`config.mk`:
```
export PLATFORM = sky130hd
export DESIGN_NAME = rmii_rx_framer
export DESIGN_NICKNAME = d
export VERILOG_FILES = /design/src/rtl/rmii_rx_framer.sv
export SDC_FILE = /design/constraint.sdc
export NUM_CORES = 1
export LEC_CHECK = 0
export ABC_AREA = 1
export ABC_CLOCK_PERIOD_IN_PS = 1300
export CAP_MARGIN = 20
export CORE_AREA = 2 2 50 70
export DETAILED_ROUTE_END_ITERATION = 7
export DIE_AREA = 0 0 52 72
export PLACE_DENSITY = 0.71
export SYNTH_ARGS = -nofsm -noshare
export SYNTH_HDL_FRONTEND = slang
export SYNTH_SLANG_ARGS = --single-unit
```
`constraint.sdc`:
```
create_clock -name clk -period 1.3 [get_ports clk]
set_input_delay 0.13 -clock clk [delete_from_list [all_inputs] [get_ports clk]]
set_output_delay 0.13 -clock clk [all_outputs]
set_load 0.05 [all_outputs]
```
`src/rtl/rmii_rx_framer.sv`:
```
// RMII receive framer: hunts for a valid preamble and SFD, then streams the
// frame payload out one dibit per clock with registered outclk/out strobes.
// Frame end, odd-length frames and oversized frames are reported through
// done/err pulses.
module rmii_rx_framer #(
    parameter int MIN_PREAMBLE_DIBITS = 12,
    parameter int MAX_FRAME_DIBITS    = 6088
) (
    input  logic       clk,
    input  logic       reset,
    input  logic       crs_dv,
    input  logic [1:0] rxd,
    output logic [1:0] out,
    output logic       outclk,
    output logic       done,
    output logic       err,
    output logic       busy
);

    localparam int PCW = ($clog2(MIN_PREAMBLE_DIBITS + 1) > 0) ? $clog2(MIN_PREAMBLE_DIBITS + 1) : 1;
    localparam int DCW = ($clog2(MAX_FRAME_DIBITS + 1) > 0) ? $clog2(MAX_FRAME_DIBITS + 1) : 1;
    localparam logic [PCW-1:0] PRE_MIN  = PCW'(MIN_PREAMBLE_DIBITS);
    localparam logic [DCW-1:0] DATA_MAX = DCW'(MAX_FRAME_DIBITS);

    typedef enum logic [1:0] {
        IDLE     = 2'd0,
        PREAMBLE = 2'd1,
        DATA     = 2'd2,
        DROP     = 2'd3
    } state_t;

    state_t         state, state_next;
    logic [PCW-1:0] pre_cnt, pre_cnt_next;
    logic [DCW-1:0] data_cnt, data_cnt_next;
    logic [1:0]     s1_dibit, s1_dibit_next;
    logic           s1_flag, s1_flag_next;
    logic           s1_valid, s1_valid_next;
    logic [1:0]     out_next;
    logic           outclk_next, done_next, err_next;

    // State, counters, stage-1 holding register and registered outputs
    always_ff @(posedge clk) begin
        if (!reset) begin
            state    <= IDLE;
            pre_cnt  <= '0;
            data_cnt <= '0;
            s1_dibit <= 2'b00;
            s1_flag  <= 1'b0;
            s1_valid <= 1'b0;
            out      <= 2'b00;
            outclk   <= 1'b0;
            done     <= 1'b0;
            err      <= 1'b0;
        end else begin
            state    <= state_next;
            pre_cnt  <= pre_cnt_next;
            data_cnt <= data_cnt_next;
            s1_dibit <= s1_dibit_next;
            s1_flag  <= s1_flag_next;
            s1_valid <= s1_valid_next;
            out      <= out_next;
            outclk   <= outclk_next;
            done     <= done_next;
            err      <= err_next;
        end
    end

    // Next-state and output decisions; s1_flag doubles as "crs_dv last cycle"
    // so the two-low-cycles end condition can be checked in DATA and DROP
    always_comb begin
        state_next    = state;
        pre_cnt_next  = pre_cnt;
        data_cnt_next = data_cnt;
        s1_dibit_next = rxd;
        s1_flag_next  = crs_dv;
        s1_valid_next = (state == DATA);
        out_next      = out;
        outclk_next   = 1'b0;
        done_next     = 1'b0;
        err_next      = 1'b0;

        case (state)
            IDLE: begin
                if (crs_dv) begin
                    case (rxd)
                        2'b01: begin
                            state_next   = PREAMBLE;
                            pre_cnt_next = PCW'(1);
                        end
                        2'b10, 2'b11: state_next = DROP;
                        default:      state_next = IDLE;
                    endcase
                end
            end

            PREAMBLE: begin
                if (!crs_dv) begin
                    state_next = IDLE;
                end else if (rxd == 2'b01) begin
                    if (pre_cnt < PRE_MIN) begin
                        pre_cnt_next = pre_cnt + PCW'(1);
                    end
                end else if ((rxd == 2'b11) && (pre_cnt >= PRE_MIN)) begin
                    state_next    = DATA;
                    data_cnt_next = '0;
                end else begin
                    state_next = DROP;
                end
            end

            DATA: begin
                if (s1_valid && (s1_flag || crs_dv)) begin
                    if (data_cnt == DATA_MAX) begin
                        done_next  = 1'b1;
                        err_next   = 1'b1;
                        state_next = DROP;
                    end else begin
                        out_next      = s1_dibit;
                        outclk_next   = 1'b1;
                        data_cnt_next = data_cnt + DCW'(1);
                    end
                end else if (!s1_flag && !crs_dv) begin
                    done_next  = 1'b1;
                    err_next   = ((data_cnt & DCW'(3)) != '0);
                    state_next = IDLE;
                end
            end

            DROP: begin
                if (!s1_flag && !crs_dv) begin
                    state_next = IDLE;
                end
            end

            default: state_next = IDLE;
        endcase
    end

    assign busy = (state != IDLE);

endmodule

```
==> impl_metrics.csv, run 1 <==
group,metric,value,unit
status,run_status,"finished, violations left",
status,violated_checks,"negative setup slack",
logic_synthesis,syn_nets,254,
setup_path,r2r_slack,-0.14,ns
pwr,ir_drop,0.6060,mV
pwr,internal-power,1.240,mW
timing,max_clock_freq,0.6927,GHz
logic_synthesis,synth-adder-area-share,0.02410,
floorplan,rows,24,
global_routing,grt-busiest-layer,"met2",
global_routing,grt_util_met3,0.02881,
layout,flow.area_growth_from_synthesis,51.33,%
setup_path,timing.critical_path.from,"data_cnt[0]",
logic_synthesis,syn_area_per_cell,6.332,um^2
pwr,power.density,728.0,mW/mm^2
logic_synthesis,synth_top_family_by_area,"simple AND/OR/NAND/NOR gates",
logic_synthesis,post_synth_inst_count,246,
hold_path,hold_path.class,"input pin to flip-flop",
global_routing,first_global_vias,1790,
route,detailed_route_drc_error_count,0,
layout,finish.net_count,313,
placed_design,dp.cells,332,
floorplan,die_width,52,um
timing,timing.final.max_slew_violations,0,
placed_design,detailed_place_hpwl,3089,um
logic_synthesis,synth-compound-area-share,0.09157,
timing,setup-violations-final,17,
floorplan,pin_count,11,
placed_design,numPortBuffers,10,
timing,finalClockSkew,0.001907,ns
logic_synthesis,ys_warns,0,
pwr,clock_power_share,0.272,
job,drv_cap,0,
global_routing,initial_antenna_violation_count,0,
layout,layout.cells.non_filler,342,
timing,tightest_slew,0.3181,ns
clock_tree,cts_tree,"done",
setup_path,crit_arrival,1.66,ns
setup_path,critPathRequiredTime,1.51,ns
clock_tree,cts.reportedPaths.clkPinSlew,0.09,ns
pwr,total_power,1.716,mW
pwr,combinationalPowerShare,0.204,
layout,n_antenna_cell,0,
setup_path,cp-start-kind,"flip-flop",
clock_tree,cts_max_level,1,
logic_synthesis,synthesis_stage_register_bit_count,28,
timing,timing.slew.headroom,0.7860,
route,detailroute.via_count,1846,
clock_tree,clock_insertion_delay_worst_skew,0.27,ns
route,routed_wire_length_per_instance,14.07,um
global_routing,grt-ovfl-total,0,
layout,fraction_of_the_core_area_covered_by_cells_at_the_end_of_the_flow,0.7621,
setup_path,r2r.worst_path.cells,9,
logic_synthesis,synthXorXnorAreaFrac,0,
logic_synthesis,synth.cell_area,0.001558,mm^2
clock_tree,cts-root-buf,"sky130_fd_sc_hd__clkbuf_8",
hold_path,timing.hold.worst_endpoint,"s1_flag",
hold_path,hold_path.startpoint,"crs_dv",
setup_path,cp_slowest_stage_delay,0.38,ns
hold_path,worst_hold_path_depth,4,
floorplan,die_area,0.003744,mm^2
route,postRouteAntennaNets,0,
clock_tree,cts.sink_count,28,
timing,final_cycle_utilization_of_the_critical_path,1.111,
route,detail_route.iter0.violations,78,
global_routing,grt_use_total,0.2565,
route,sum_of_routed_wire_length_over_all_layers,4813,um
setup_path,crit_path_end_kind,"flip-flop",
setup_path,worstSetupPathType,"flip-flop to flip-flop",
logic_synthesis,basic_gate_share_of_the_synthesized_area_counting_and_or_nand_and_nor_cells,0.4177,
setup_path,crit_chain,"inv_4 -> ha_4 -> nand2_4 -> nor2_4 -> nand3_4 -> nand2_8 -> buf_12 -> nand3_2 -> a21oi_2",
setup_path,critical_path_cell_with_the_highest_stage_delay,"sky130_fd_sc_hd__dfxtp_4",
floorplan,die_height,72,um
setup_path,number_of_buffers_and_inverters_on_the_critical_path,2,
timing,period_needed,1.444,ns
clock_tree,cts_made_buffers,3,
pwr,part_of_the_power_in_registers,0.524,
route,drt-pass1-iter-count,4,
timing,postLayoutSetupSlackWorst,-0.1437,ns
layout,post_route_cells_drive_above_1_share,0.3729,
floorplan,fp.coreArea,0.003093,mm^2
global_routing,groute.layer.met1.usage,0.2706,
timing,hold_ws,0.2299,ns
setup_path,critPathMaxFanout,7,
setup_path,worst_path_dominant_cell_family,"simple AND/OR/NAND/NOR gates",
logic_synthesis,seq_area_frac_synth,0.3598,
logic_synthesis,synth.distinct_cells,24,
clock_tree,cts_buffer_depth,2,
setup_path,timing.rr.end,"data_cnt[7]",
global_routing,grt_pass1_wl,7431,um
logic_synthesis,post_synth_mux_area_share,0,
global_routing,grt_max_degree,15,
pwr,static-leakage-power,1.031,nW
pwr,power.switching,0.4758,mW
floorplan,start_util,0.5036,
pwr,power.share.switching,0.2773,
setup_path,timing.rr.start,"data_cnt[0]",
timing,report.final.hold_viol_count,0,
route,post_drt_via_cell_ratio,5.398,
placed_design,gp_routability_congestion,0.8367,
global_routing,grt.met2_usage,0.4684,
timing,grt_setup_unrepaired,"true",
[worst max-delay path by stage]
stage / to / slack (ns) / cells past startpoint
final: data_cnt[7] / -0.14 / 9
after global routing: data_cnt[8] / -0.20 / 9
after floorplan: state[1] / 0.002 / 10
after global placement: data_cnt[10] / -0.25 / 10
after detailed placement: data_cnt[12] / -0.29 / 9
after CTS: data_cnt[10] / -0.14 / 11
[through the flow]
| stage | instance area (um^2) | TNS [ns] | setup WS (ns) |
|---|---|---|---|
| final | 2357 | -1.820 | -0.1437 |
| after global routing | 2357 | -2.943 | -0.2008 |
| after CTS | 2277 | -1.812 | -0.1352 |
| after detailed placement | 2056 | -4.940 | -0.2902 |
| after global placement | 2056 | -4.326 | -0.2544 |
| after floorplan | 1562 | 0 | 0.002216 |
[state kept, by name, indices dropped and copies added, names as in the netlist]
| name | count |
|---|---|
| out | 2 |
| state | 2 |
| outclk | 1 |
| s1_valid | 1 |
| data_cnt | 13 |
| s1_flag | 1 |
| err | 1 |
| done | 1 |
| s1_dibit | 2 |
| pre_cnt | 4 |
[power by group through the flow]
stage	Combinational [mW]	Clock (mW)	Sequential (mW)
after detailed placement	0.314	0	0.918
after global placement	0.309	0	0.919
final	0.350	0.467	0.899
after CTS	0.330	0.468	0.895
after global routing	0.379	0.499	0.900
after floorplan	0.159	0	0.919
[kinds of logic (layout without fill, tap and decap cells)]
family | count (synthesis) | in the layout
buffers and inverters | 39 | 94
DFF | 28 | 28
and+or+nand+nor | 148 | 150
adders and majority gates | 3 | 3
AOI/OAI and AO/OA | 28 | 28
[worst min-delay path, stage by stage]
cell and delay [ns]:
sky130_fd_sc_hd__dlymetal6s2s_1 0.14, sky130_fd_sc_hd__buf_4 0.13, sky130_fd_sc_hd__nand2_1 0.04, sky130_fd_sc_hd__inv_1 0.04
[synthesized netlist by cell type]
cell / count / area [um^2]
sky130_fd_sc_hd__nand2_1: 69 / 259.0
sky130_fd_sc_hd__nor2_1: 37 / 138.9
sky130_fd_sc_hd__inv_1: 33 / 123.9
sky130_fd_sc_hd__dfxtp_1: 28 / 560.5
sky130_fd_sc_hd__nand3_1: 24 / 120.1
sky130_fd_sc_hd__a21oi_1: 15 / 75.07
sky130_fd_sc_hd__o21ai_0: 12 / 60.06
sky130_fd_sc_hd__ha_1: 3 / 37.54
sky130_fd_sc_hd__nor2_2: 3 / 18.77
sky130_fd_sc_hd__nor3_1: 3 / 15.01
sky130_fd_sc_hd__clkbuf_1: 2 / 7.510
sky130_fd_sc_hd__inv_2: 2 / 7.510
sky130_fd_sc_hd__nand2_2: 2 / 12.51
sky130_fd_sc_hd__nand2_4: 2 / 22.52
sky130_fd_sc_hd__nand3_2: 2 / 20.02
sky130_fd_sc_hd__buf_12: 1 / 20.02
sky130_fd_sc_hd__buf_4: 1 / 7.510
sky130_fd_sc_hd__nand3b_1: 1 / 7.510
sky130_fd_sc_hd__nand4_1: 1 / 6.260
sky130_fd_sc_hd__nor3_2: 1 / 10.01
sky130_fd_sc_hd__nor3b_1: 1 / 7.510
sky130_fd_sc_hd__nor4_1: 1 / 6.260
sky130_fd_sc_hd__o211ai_1: 1 / 7.510
sky130_fd_sc_hd__or2_2: 1 / 6.260
[final cells by class]
type                    count  area [um^2]
inverters                  35        136.4
flip-flops and latches     28        571.8
repair buffers             56        524.3
well taps                  39        48.80
clock buffers               3        41.29
fillers                   222        735.7
multi-input cells         181         1035
[what timing repair did]
action                     4_1_cts  5_1_grt
pin swaps                       13        5
hold buffers                     0        0
gates cloned                     2        0
setup endpoints to repair       19       23
resized for setup               42       21
setup buffers                    2        3
hold endpoints to repair         0        0
[cell usage in the layout (no fill, tap or decap), types with 3 or more instances in the layout]
| cell | instances |
|---|---|
| sky130_fd_sc_hd__nand2_4 | 4 |
| sky130_fd_sc_hd__dfxtp_1 | 23 |
| sky130_fd_sc_hd__a21oi_1 | 7 |
| sky130_fd_sc_hd__nor2_1 | 29 |
| sky130_fd_sc_hd__clkbuf_8 | 3 |
| sky130_fd_sc_hd__a21oi_2 | 8 |
| sky130_fd_sc_hd__dfxtp_2 | 3 |
| sky130_fd_sc_hd__inv_1 | 29 |
| sky130_fd_sc_hd__nor2_4 | 3 |
| sky130_fd_sc_hd__o21ai_1 | 4 |
| sky130_fd_sc_hd__nand3_1 | 18 |
| sky130_fd_sc_hd__nor3_1 | 3 |
| sky130_fd_sc_hd__nand3_2 | 6 |
| sky130_fd_sc_hd__o21ai_0 | 5 |
| sky130_fd_sc_hd__nand2_2 | 8 |
| sky130_fd_sc_hd__nand2_1 | 61 |
| sky130_fd_sc_hd__o21ai_2 | 3 |
| sky130_fd_sc_hd__buf_12 | 7 |
| sky130_fd_sc_hd__clkdlybuf4s50_1 | 3 |
| sky130_fd_sc_hd__nor2_2 | 8 |
| sky130_fd_sc_hd__buf_4 | 44 |
| sky130_fd_sc_hd__inv_2 | 4 |
[metal layers]
metal	vias to the layer above	routed length, um
met1	844	1807
met4	0	313
li1	890	-
met5	-	0
met3	28	194
met2	84	2497
(Power assumes the default switching activity.)
==> run 2: changes to the inputs <==
--- a/config.mk
+++ b/config.mk
@@ -9,6 +9,7 @@
 export ABC_CLOCK_PERIOD_IN_PS = 1300
 export CAP_MARGIN = 20
 export CORE_AREA = 2 2 50 70
+export CTS_CLUSTER_SIZE = 20
 export DETAILED_ROUTE_END_ITERATION = 7
 export DIE_AREA = 0 0 52 72
 export PLACE_DENSITY = 0.71
==> results of run 2 <==
Final layout, timing and power as in run 1 (identical DEF).
==> run 3: changes to the inputs <==
--- a/config.mk
+++ b/config.mk
@@ -13,6 +13,8 @@
 export DETAILED_ROUTE_END_ITERATION = 7
 export DIE_AREA = 0 0 52 72
 export PLACE_DENSITY = 0.71
+export SETUP_SLACK_MARGIN = 0.4
+export SLEW_MARGIN = 20
 export SYNTH_ARGS = -nofsm -noshare
 export SYNTH_HDL_FRONTEND = slang
 export SYNTH_SLANG_ARGS = --single-unit
==> impl_metrics.csv, run 3 (synthesis results as in run 1) <==
group,metric,value,unit
pwr,part_of_the_power_in_registers,0.451,
setup_path,crit_end,"data_cnt[11]",
timing,timing.slew.headroom,0.7732,
global_routing,first_global_vias,1725,
hold_path,hold_path.class,"input pin to flip-flop",
layout,registers.top_by_ff_count,"data_cnt",
layout,seqCellArea,578.1,um^2
setup_path,timing.critical_path.from,"data_cnt[2]",
clock_tree,clock_insertion_delay_worst_skew,0.28,ns
setup_path,r2r_slack,-0.16,ns
global_routing,initial_antenna_violation_count,0,
pwr,combinationalPowerShare,0.198,
pwr,ir_drop,0.7650,mV
global_routing,grt_max_degree,17,
floorplan,pin_count,11,
clock_tree,cts_tree,"done",
timing,grt_setup_unrepaired,"true",
floorplan,start_util,0.5036,
floorplan,rows,24,
timing,max_clock_freq,0.6847,GHz
clock_tree,cts.sink_count,28,
pwr,clock_power_share,0.350,
route,detailed_route_drc_error_count,0,
placed_design,detailed_place_hpwl,3181,um
timing,tightest_slew,0.3398,ns
placed_design,gp_routability_congestion,0.8395,
setup_path,critPathMaxFanout,5,
job,drv_cap,0,
pwr,power.density,777.5,mW/mm^2
setup_path,critPathRequiredTime,1.52,ns
placed_design,dp.cells,332,
layout,post_route_cells_drive_above_1_share,0.4560,
placed_design,numPortBuffers,10,
route,routed_wire_length_per_instance,15.55,um
route,postRouteAntennaNets,0,
route,sum_of_routed_wire_length_over_all_layers,5382,um
layout,final_area,0.002569,mm^2
floorplan,die_height,72,um
timing,totalNegativeSetupSlack,-2.205,ns
timing,hold_ws,0.2256,ns
layout,largest_reg_flops,13,
clock_tree,cts_max_level,1,
global_routing,grt-ovfl-total,0,
clock_tree,cts-root-buf,"sky130_fd_sc_hd__clkbuf_8",
pwr,static-leakage-power,1.092,nW
layout,final.fill_count,160,
pwr,power.switching,0.5367,mW
setup_path,crit_path_end_kind,"flip-flop",
placed_design,post_dp_cell_area,0.002079,mm^2
timing,finalClockSkew,0.002515,ns
layout,final_cell_mix,"sky130_fd_sc_hd__nand2_1 (59), sky130_fd_sc_hd__buf_4 (40), sky130_fd_sc_hd__nor2_1 (28)",
route,post_drt_via_cell_ratio,5.350,
layout,flow.area_growth_from_synthesis,64.90,%
clock_tree,cts.reportedPaths.clkPinSlew,0.10,ns
route,detailroute.via_count,1851,
setup_path,r2r.worst_path.cells,8,
layout,top_regs,"data_cnt: 13 flops, pre_cnt: 4 flops",
status,violated_checks,"negative setup slack",
timing,timing.final.max_slew_violations,0,
timing,report.final.hold_viol_count,0,
setup_path,crit_arrival,1.68,ns
clock_tree,cts_buffer_depth,2,
timing,final_cycle_utilization_of_the_critical_path,1.123,
global_routing,grt_use_total,0.2726,
layout,n_antenna_cell,0,
timing,setup-violations-final,20,
setup_path,timing.rr.start,"data_cnt[2]",
timing,postLayoutSetupSlackWorst,-0.1605,ns
layout,multiInputGateArea,0.001135,mm^2
clock_tree,postCtsHoldBufs,0,
timing,period_needed,1.461,ns
layout,most_common_cell_after_layout_fill_and_taps_aside,"sky130_fd_sc_hd__nand2_1",
layout,layout.cells.non_filler,346,
clock_tree,cts_made_buffers,3,
setup_path,cp-start-kind,"flip-flop",
global_routing,grt_pass1_wl,7617,um
layout,finish.net_count,316,
pwr,power.share.switching,0.2687,
setup_path,timing.rr.end,"data_cnt[11]",
status,run_status,"finished, violations left",
floorplan,fp.coreArea,0.003093,mm^2
setup_path,worstSetupPathType,"flip-flop to flip-flop",
route,drt-pass1-iter-count,4,
pwr,internal-power,1.460,mW
route,detail_route.iter0.violations,75,
pwr,total_power,1.997,mW
floorplan,die_width,52,um
floorplan,die_area,0.003744,mm^2
[run 3: timing repair]
item / 4_1_cts / 5_1_grt
pin swaps: 9 / 17
buffers inserted: 3 / 6
gates resized for setup: 52 / 38
endpoints found under the setup margin: 31 / 31
gates cloned: 1 / 0
[run 3: area by class of cell]
class,instances,area share
multi-input cells,180,0.4418
repair buffers,60,0.2323
flip-flops and latches,28,0.2250
inverters,35,0.05407
well taps,39,0.01900
clock buffers,3,0.01607
clock inverters,1,0.01169
[run 3: routing by layer]
layer,vias to the layer above,part of all wire,global-route usage
met1,871,0.36,0.2837
li1,895,-,-
met5,-,0,0
met4,0,0.033,0.1199
met3,21,0.041,0.03704
met2,64,0.56,0.5204
[run 3: worst min path at each step]
stage | cells after the start | end | from
finish | 3 | s1_flag | crs_dv
global route | 3 | s1_flag | crs_dv
CTS | 3 | s1_flag | crs_dv
detailed placement | 2 | out[1] | s1_dibit[1]
global placement | 2 | pre_cnt[3] | pre_cnt[3]
floorplan | 2 | s1_dibit[0] | rxd[0]
[run 3: worst max-delay path: stages (launching register included)]
cell and delay (ns):
sky130_fd_sc_hd__dfxtp_1 0.35, sky130_fd_sc_hd__buf_4 0.15, sky130_fd_sc_hd__buf_4 0.12, sky130_fd_sc_hd__nand3_1 0.12, sky130_fd_sc_hd__inv_2 0.11, sky130_fd_sc_hd__nand2_1 0.08, sky130_fd_sc_hd__nor3_1 0.17, sky130_fd_sc_hd__o21ai_0 0.15
sky130_fd_sc_hd__a21oi_2 0.14
[run 3: metrics by stage]
stage,worst slack [ns],utilization
finish,-0.1605,0.8305
global route,-0.2646,0.8305
floorplan,0.05429,-
CTS,-0.1170,0.7573
global placement,-0.2700,0.6723
detailed placement,-0.3193,0.6723
[run 3: power groups by stage]
| stage | sequential (mW) | combinational [mW] | clock, mW |
|---|---|---|---|
| global route | 0.902 | 0.428 | 0.727 |
| finish | 0.901 | 0.396 | 0.700 |
| floorplan | 0.919 | 0.164 | 0 |
| global placement | 0.916 | 0.310 | 0 |
| CTS | 0.901 | 0.365 | 0.693 |
| detailed placement | 0.917 | 0.313 | 0 |
